--- src/rtl/cpu_fetch_pkg.sv ---
// cpu_fetch_pkg: shared fetch state, PC step, reset PC and FIFO entry type
package cpu_fetch_pkg;
  typedef enum logic [1:0] {IDLE, REQ, WAIT} fetch_state_e;
  localparam logic [31:0] PC_STEP = 32'd4;
  localparam logic [31:0] DEFAULT_RESET_PC = 32'h0000_0000;
  typedef struct packed {
    logic [31:0] pc;
    logic [31:0] instr;
  } fetch_entry_t;
endpackage

--- src/rtl/fetch_fifo.sv ---
// fetch_fifo: prefetch FIFO of {pc, instr} entries with flush taking priority
module fetch_fifo
  import cpu_fetch_pkg::*;
#(
  parameter int DEPTH = 4
) (
  input  logic                     clk_i,
  input  logic                     rst_n,
  input  logic                     flush_i,
  input  logic                     push_i,
  input  logic                     pop_i,
  input  fetch_entry_t             entry_i,
  output fetch_entry_t             head_o,
  output logic [$clog2(DEPTH):0]   count_o
);
  localparam int AW = $clog2(DEPTH);
  fetch_entry_t mem_q [DEPTH];
  fetch_entry_t mem_d [DEPTH];
  logic [AW-1:0] rd_q, rd_d, wr_q, wr_d;
  logic [AW:0] cnt_q, cnt_d;
  logic do_push, do_pop;
  // next storage, pointers and occupancy; a flush wipes pointers and count
  always_comb begin
    do_pop = pop_i && cnt_q != '0;
    do_push = push_i && (cnt_q != (AW+1)'(DEPTH) || do_pop);
    mem_d = mem_q;
    if (do_push) mem_d[wr_q] = entry_i;
    rd_d = flush_i ? '0 : rd_q + AW'(do_pop);
    wr_d = flush_i ? '0 : wr_q + AW'(do_push);
    cnt_d = flush_i ? '0 : cnt_q + (AW+1)'(do_push) - (AW+1)'(do_pop);
  end
  // storage is cleared on reset so the head reads zero afterwards
  always_ff @(posedge clk_i) begin
    if (!rst_n) begin
      mem_q <= '{default: '0};
      rd_q <= '0;
      wr_q <= '0;
      cnt_q <= '0;
    end else begin
      mem_q <= mem_d;
      rd_q <= rd_d;
      wr_q <= wr_d;
      cnt_q <= cnt_d;
    end
  end
  assign head_o = mem_q[rd_q];
  assign count_o = cnt_q;
endmodule

--- src/rtl/instr_fetch_queue.sv ---
// instr_fetch_queue: fetch PC owner, imem req/gnt/rvalid master and prefetch queue to decode
module instr_fetch_queue
  import cpu_fetch_pkg::*;
#(
  parameter int          DEPTH    = 4,
  parameter logic [31:0] RESET_PC = DEFAULT_RESET_PC
) (
  input  logic                   clk_i,
  input  logic                   rst_n,
  output logic                   imem_req_o,
  output logic [31:0]            imem_addr_o,
  input  logic                   imem_gnt_i,
  input  logic                   imem_rvalid_i,
  input  logic [31:0]            imem_rdata_i,
  input  logic                   redirect_i,
  input  logic [31:0]            redirect_pc_i,
  output logic                   instr_valid_o,
  output logic [31:0]            instr_o,
  output logic [31:0]            pc_o,
  input  logic                   instr_ready_i,
  output logic [$clog2(DEPTH):0] count_o
);
  localparam int AW = $clog2(DEPTH);
  localparam logic [AW+1:0] FULL = (AW+2)'(DEPTH);
  fetch_state_e state_q, state_d;
  logic [31:0] fetch_pc_q, fetch_pc_d, req_pc_q, req_pc_d;
  logic drop_q, drop_d, push, pop;
  logic [AW+1:0] after;
  fetch_entry_t head;
  assign pop = instr_valid_o && instr_ready_i;
  // fetch FSM: redirect first, then request/grant/response sequencing with space reserved at grant
  always_comb begin
    state_d = state_q;
    fetch_pc_d = fetch_pc_q;
    req_pc_d = req_pc_q;
    drop_d = drop_q;
    push = 1'b0;
    after = {1'b0, count_o} + (AW+2)'(!drop_q) - (AW+2)'(pop);
    if (redirect_i) begin
      fetch_pc_d = redirect_pc_i & ~32'h3;
      drop_d = (state_q == WAIT && !imem_rvalid_i) || (state_q == REQ && imem_gnt_i);
      state_d = drop_d ? WAIT : IDLE;
    end else if (state_q == IDLE) begin
      state_d = {1'b0, count_o} < FULL ? REQ : IDLE;
    end else if (state_q == REQ) begin
      if (imem_gnt_i) begin
        req_pc_d = fetch_pc_q;
        fetch_pc_d = fetch_pc_q + PC_STEP;
        state_d = WAIT;
      end
    end else if (imem_rvalid_i) begin
      push = !drop_q;
      drop_d = 1'b0;
      state_d = after < FULL ? REQ : IDLE;
    end
  end
  // fetch state registers
  always_ff @(posedge clk_i) begin
    if (!rst_n) begin
      state_q <= IDLE;
      fetch_pc_q <= RESET_PC;
      req_pc_q <= '0;
      drop_q <= 1'b0;
    end else begin
      state_q <= state_d;
      fetch_pc_q <= fetch_pc_d;
      req_pc_q <= req_pc_d;
      drop_q <= drop_d;
    end
  end
  fetch_fifo #(.DEPTH(DEPTH)) u_fifo (
    .clk_i   (clk_i),
    .rst_n   (rst_n),
    .flush_i (redirect_i),
    .push_i  (push),
    .pop_i   (pop),
    .entry_i ('{pc: req_pc_q, instr: imem_rdata_i}),
    .head_o  (head),
    .count_o (count_o)
  );
  assign imem_req_o = state_q == REQ;
  assign imem_addr_o = fetch_pc_q;
  assign instr_valid_o = count_o != '0;
  assign instr_o = head.instr;
  assign pc_o = head.pc;
endmodule
--- config.mk ---
export PLATFORM = sky130hd
export DESIGN_NAME = instr_fetch_queue
export DESIGN_NICKNAME = d
export VERILOG_FILES = /design/src/rtl/cpu_fetch_pkg.sv /design/src/rtl/fetch_fifo.sv /design/src/rtl/instr_fetch_queue.sv
export SDC_FILE = /design/constraint.sdc
export NUM_CORES = 1
export LEC_CHECK = 0
export BUFFER_PORTS_ARGS = -buffer_cell sky130_fd_sc_hd__buf_2
export CELL_PAD_IN_SITES_DETAIL_PLACEMENT = 1
export CELL_PAD_IN_SITES_GLOBAL_PLACEMENT = 2
export CORE_UTILIZATION = 38
export DETAILED_ROUTE_END_ITERATION = 10
export PLACE_DENSITY_LB_ADDON = 0.1
export SYNTH_ARGS = -nofsm -noshare
export SYNTH_HDL_FRONTEND = slang
export SYNTH_HIERARCHICAL = 1
export SYNTH_SLANG_ARGS = --single-unit
--- constraint.sdc ---
create_clock -name clk_i -period 3.1 [get_ports clk_i]
set_input_delay 0.31 -clock clk_i [delete_from_list [all_inputs] [get_ports clk_i]]
set_output_delay 0.31 -clock clk_i [all_outputs]
set_load 0.01 [all_outputs]
==> results of run 1 <==
[final cells by class]
type / count / area [um2]
inverters: 10 / 37.5
multi-input cells: 947 / 7150
flip-flops and latches: 326 / 6530
well taps: 468 / 586
repair buffers: 197 / 1220
clock inverters: 9 / 51.3
clock buffers: 59 / 1150
fillers: 4115 / 20100
[cells in the final DEF (no fill, tap or decap), drive strengths merged, types with 16 or more instances in the layout]
master / n
a21boi: 31
a21oi: 16
buf: 195
clkbuf: 59
dfxtp: 326
mux2i: 256
mux4: 64
nand2: 404
nand3: 17
o21ai: 25
xor2: 19
[flip-flops by register name, summed over array words and instances (netlist names)]
signal	count
u_fifo/mem_q	256
imem_addr_o	30
req_pc_q	30
u_fifo/count_o	3
state_q	2
u_fifo/rd_q	2
u_fifo/wr_q	2
drop_q	1
[metal layers]
metal	wire length [um]	part of all wire
met1	16800	0.44
met2	19000	0.50
met3	1310	0.035
met4	748	0.020
met5	15	0.00040
[power groups by stage]
stage | Sequential (mW) | Clock [mW] | Combinational (mW)
2_1_floorplan | 4.37 | 0 | 0.204
3_3_place_gp | 4.38 | 0 | 0.345
3_5_place_dp | 4.38 | 0 | 0.349
4_1_cts | 4.29 | 4.47 | 0.352
5_1_grt | 4.29 | 4.65 | 0.385
6_report | 4.29 | 4.32 | 0.346
[cells by family after synthesis]
group                      count (synthesis)  synth area share
AOI/OAI and AO/OA                         85            0.0387
xor gates and xnor gates                  31            0.0190
adders and majority gates                  9           0.00840
buffers and inverters                    115            0.0458
DFF                                      326             0.456
muxes                                    321             0.281
other                                      1          0.000262
and+or+nand+nor                          497             0.151
[how the worst max path moves through the flow]
| stage | to | slack (ns) | from | cells past startpoint |
|---|---|---|---|---|
| floorplan | u_fifo/count_o[2] | 0.30 | u_fifo/count_o[1] | 12 |
| global placement | u_fifo/count_o[2] | 0.45 | u_fifo/count_o[0] | 12 |
| detailed placement | u_fifo/count_o[2] | 0.38 | u_fifo/count_o[0] | 12 |
| CTS | u_fifo/count_o[2] | 0.38 | u_fifo/count_o[0] | 12 |
| global route | u_fifo/count_o[2] | 0.24 | u_fifo/count_o[0] | 12 |
| finish | u_fifo/count_o[2] | 0.41 | u_fifo/count_o[0] | 12 |
[worst max-delay path, cell delays in order (launching register included)]
cell	delay, ns
dfxtp_1	0.38
or3_1	0.34
and2_1	0.23
nor4b_4	0.24
nand2b_1	0.16
ha_1	0.23
inv_1	0.05
ha_1	0.13
inv_1	0.05
fa_1	0.36
xor2_1	0.16
and2_1	0.15
nor3_1	0.12
[per-stage QoR]
stage          power [mW]  utilization  std cells  hold slack, ns
2_1_floorplan        4.57            -       1388           0.432
3_3_place_gp         4.72        0.421       1946           0.439
3_5_place_dp         4.73        0.421       1946           0.447
4_1_cts              9.11        0.455       2016          0.0251
5_1_grt              9.33        0.455       2016          0.0236
6_report             8.96        0.455       2016          0.0437
==> impl_results.md, run 1 <==
* Cell area after layout at around 17000 um2
* Power Density at about 540 nW/um2
* Post-CTS Setup Bufs at 0
* Nets@finish at ~1600
* Die Ht at between 150 and 200 um
* GR met1 Demand/Resource at 0.246
* Max-cap violations at 0
* Hold Path End: imem_addr_o[28]
* Sequential Power Share at 0.479
* Hold Crit Class: primary input to register
* Outcome: complete, no violations
* Peak Freq at approximately 370 MHz
* Total CTS buffers at 38
* Worst-skew pair later-pin latency at between 0.5 and 0.6 ns
* Final period util at 0.868
* Routed Wire Length at around 38000 um
* Min Tclk post-route at ~2.7 ns
* Peak VDD IR at between 0.0003 and 0.0004 V
* Cells after synthesis at 1385
* CTS root buf: clkbuf_16
* Leakage at approximately 6.5 nW
* Async SR Flop Fraction at 0
* Die width at about 200 um
* Initial antenna violation count at 1
* Area Growth Syn to Fin at 16.9%
* Mean Syn Cell Area at 10.3 um2
* Startpoint types: register
* Cell Int Power at 6.91 mW
* Most frequent cell after synthesis: nand2_1
* Reg2Reg Depth at 12
* Worst Hold Depth at 3
* Top cell type's share of synthesized area at 0.456
* Post-detail-place hpwl at approximately 24000 um
* Unique cell type count in the Yosys netlist at 51
* Setup CP Type: register to register
* H-tree level count at 2
* Post-synth top cells: nand2_1 (404), dfxtp_1 (326), mux2i_1 (256), mux4_2 (64), clkbuf_1 (59)
* Part of the power in combinational logic at 0.039
* Port Buffer Count at about 170
* Pre-CTS WS at 0.378 ns
* GRT met2 Usage at 0.357
* Critical Path AT at approximately 3.1 ns
* Sequential area share after synthesis at 0.456
* Hold wc startpoint: redirect_pc_i[28]
* Num rows at 70
* Core area at 36800 um2
* Initial DRC Count at a little under 300
* RSZ-0062 raised after global routing: no
* Worst slew margin at 0.515
* Global-route wire length before repair at 60800 um
* Number of global-route vias before repair at between 10000 and 15000
* Vias/cell at ~5.1
* Sw frac at 0.229
* Critical Path RT at 3.55 ns
* ANT nets after route at 0
* RR Endpoint: u_fifo/count_o[2]
* Sw Pwr at around 2 mW
* # clock sinks at 326
* Setup ws final at between 0.4 and 0.5 ns
* GR peak layer: met2
* Yosys reg bits at around 330
* Setup crit end kind: register
* Reg clk slew, reported paths at 0.06 ns
* Largest net degree at the start of global routing at 90
* Die ar. at approximately 38000 um2
* Main area contributors after synthesis: dfxtp_1 (46%), mux2i_1 (18%), nand2_1 (11%)
* R2R Path Start: u_fifo/count_o[0]
* CTS tree: built
* IO Count at roughly 170
* Via count at roughly 10000
* Skew final at roughly 0.022 ns
* GRT Total Usage at 0.200
* Share of layout cells above drive strength 1 at 0.216
* Worst-path fanout max at 6
* Synth Cell Area at ~14000 um2
* EDFF count, synth at 0
* RD Place Congestion at about 0.73
* Slew Limit Fails at 0
* Dominant synthesized flop cell: dfxtp_1
* Top cell type by total area after synthesis: dfxtp_1
* Final Hold Vio Count at 0
* Clock Power Share at 0.483
* DRC at 0
* Final setup fails at 0
* Worst slew pin tran at about 0.72 ns
* Post_cts resized at 0
* Initial Utilization at 0.389
* Wire per inst at approximately 19 um
* CTS Buffer Depth at 3
* Router iterations before antenna repair at 4
* R2R setup slack at roughly 0.41 ns
* Met3 usage at 0.0370
* Setup_tns at 0 ns
* Synth warnings at 6
* Antenna cells at 0
* Congestion Overflow GR at 0
* Placed Instance Area at around 16000 um2
* CTS Hold Buffers Added at 2
No activity file was read; power rests on OpenSTA's default activity.
==> run 2: changes to the inputs <==
CAP_MARGIN = 5   (was default)
clock period = 2.6 ns   (was 3.1 ns; I/O delays follow)
==> run 2 against run 1 <==
Net effect:
- the run now ends with setup timing left
- worst hold slack lost 0.026 ns
- sequential share of layout area fell by 0.72 points
- global-route usage is essentially flat
- core utilization up 0.88 points
- clock power increased by 20%
- sequential power up 19%
- design area grew 1.9%
- fmax up 1.5%
- die area did not move
- worst setup slack got worse by 0.46 ns
- largest cell class unchanged
- highest routed layer is now met4
==> impl_results.md, run 2 (synthesized netlist as in run 1, its figures left out) <==
* Outcome: finished, violations left
* Violated checks: setup timing
* Core area at ~37000 um2
* Slew Limit Fails at 0
* Worst slew pin tran at 0.689 ns
* Routed Wire Length at ~38000 um
* Startpoint types: register
* Critical Path AT at ~3.1 ns
* Total CTS buffers at 38
* Via count at around 10000
* Setup CP Type: register to register
* Vias/cell at roughly 5.1
* # clock sinks at about 330
* Reg clk slew, reported paths at 0.05 ns
* Router iterations before antenna repair at 4
* Antenna cells at 0
* CP Cell Sequence: or3_4 > and2_4 > nor4b_4 > nand2b_4 > ha_4 > inv_2 > ha_4 > inv_2 > fa_2 > xor2_2 > and2_1 > nor3_2
* RSZ-0062 raised after global routing: yes
* RD Place Congestion at ~0.7
* Num rows at 70
* CTS tree: built
* Leakage at ~6.7 nW
* Power Density at 631 nW/um2
* IO Count at between 150 and 200
* Nets@finish at about 1600
* Die Ht at roughly 200 um
* ANT nets after route at 0
* Final period util at 1.02
* Worst-skew pair later-pin latency at ~0.53 ns
* Number of global-route vias before repair at around 11000
* Peak VDD IR at approximately 0.00053 V
* Slowest CP cell: or3_4
* Hold Crit Class: primary input to register
* Non-filler cells, final at 2041
* Congestion Overflow GR at 0
* Wire per inst at approximately 19 um
* Die ar. at around 38000 um2
* Peak Freq at roughly 380 MHz
* Critical path depth at 12
* Max-cap violations at 0
* Initial antenna violation count at 0
* Reg2Reg Depth at 12
* Die width at between 150 and 200 um
* Crit-path leading delay family: simple AND/OR/NAND/NOR gates
* Cell count after placement at just under 2000
* Setup crit end kind: register
* Critical Path RT at approximately 3.1 ns
* Min Tclk post-route at between 2 and 3 ns
* Most common cell after layout, fill and taps aside: nand2_1
* Final Hold Vio Count at 0
* WP buf/inv at 2
* Global-route wire length before repair at around 61000 um
* Max FFs per register at about 260
* Final setup fails at 1
* Worst Hold Depth at 3
* Top reg by flops: u_fifo/mem_q
* Setup ws final at -0.0516 ns
* Most frequent cells in the layout: nand2_1 (404), dfxtp_1 (322), mux2i_1 (256)
* DRC at 0
* Initial Utilization at 0.389
* Cell area after layout at around 17000 um2
* GRT Total Usage at 0.200
* Final Core Density at 0.464
* Placed Instance Area at around 16000 um2
* Post-detail-place hpwl at between 20000 and 25000 um
* H-tree level count at 2
* Slowest stage delay, CP at approximately 0.38 ns
* Largest net degree at the start of global routing at 71
* Area Growth Syn to Fin at 19.2%
* CTS root buf: clkbuf_16
* Initial DRC Count at 327
* Skew final at ~0.018 ns
* Worst-path fanout max at 2
* Share of layout cells above drive strength 1 at 0.231
* CTS Buffer Depth at 3
* Worst slew margin at 0.537
* Port Buffer Count at ~170
==> run 2: power by group <==
part / leakage [nW] / internal, mW / switching, mW
logic: 3.42 / 0.184 / 0.282
clock network: 0.599 / 3.13 / 2.07
registers: 2.64 / 5.04 / 0.0591
total: 6.66 / 8.35 / 2.41
==> run 2: worst paths after layout <==
kind                startpoint           endpoint  slack, ns
max          u_fifo/count_o[2]  u_fifo/count_o[2]      -0.05
min          redirect_pc_i[22]    imem_addr_o[22]       0.02
max reg2reg  u_fifo/count_o[2]  u_fifo/count_o[2]      -0.05
min reg2reg   u_fifo/mem_q[94]   u_fifo/mem_q[94]       0.45
==> run 2: area by class of cell <==
class                           count  area [um2]
Multi-Input combinational cell    947        7210
Inverter                           10        37.5
Clock buffer                       59        1150
Clock inverter                      6        58.8
Fill cell                        4083       19700
Sequential cell                   326        6540
Timing Repair Buffer              225        1470
Tap cell                          468         586
==> run 2: timing repair <==
action,in CTS,in global routing
hold endpoints to repair,11,0
resized for setup,0,7
hold buffers,11,0
setup buffers,1,2
setup endpoints to repair,1,1
pin swaps,1,6
==> run 2: worst min-delay path: stages <==
cell and delay [ns]:
buf_2 0.07, o21ai_0 0.06, a21oi_1 0.10
==> run 2: per-layer routing <==
layer / share of wire / wire length [um] / global-route usage
met1: 0.43 / 16400 / 0.240
met3: 0.037 / 1420 / 0.0370
met4: 0.018 / 694 / 0.0509
met5: 0 / 0 / 0
met2: 0.51 / 19500 / 0.366
==> run 2: per-stage QoR <==
| stage | setup slack (ns) | hold WS [ns] | power, mW | setup TNS (ns) |
|---|---|---|---|---|
| after floorplan | -0.0862 | 0.398 | 5.45 | -0.0862 |
| after global placement | -0.0148 | 0.439 | 5.66 | -0.0148 |
| after detailed placement | -0.0321 | 0.448 | 5.67 | -0.0321 |
| after CTS | -0.0199 | 0.000743 | 11.0 | -0.0199 |
| after global routing | -0.157 | 0.0265 | 11.2 | -0.157 |
| final | -0.0516 | 0.0180 | 10.8 | -0.0516 |
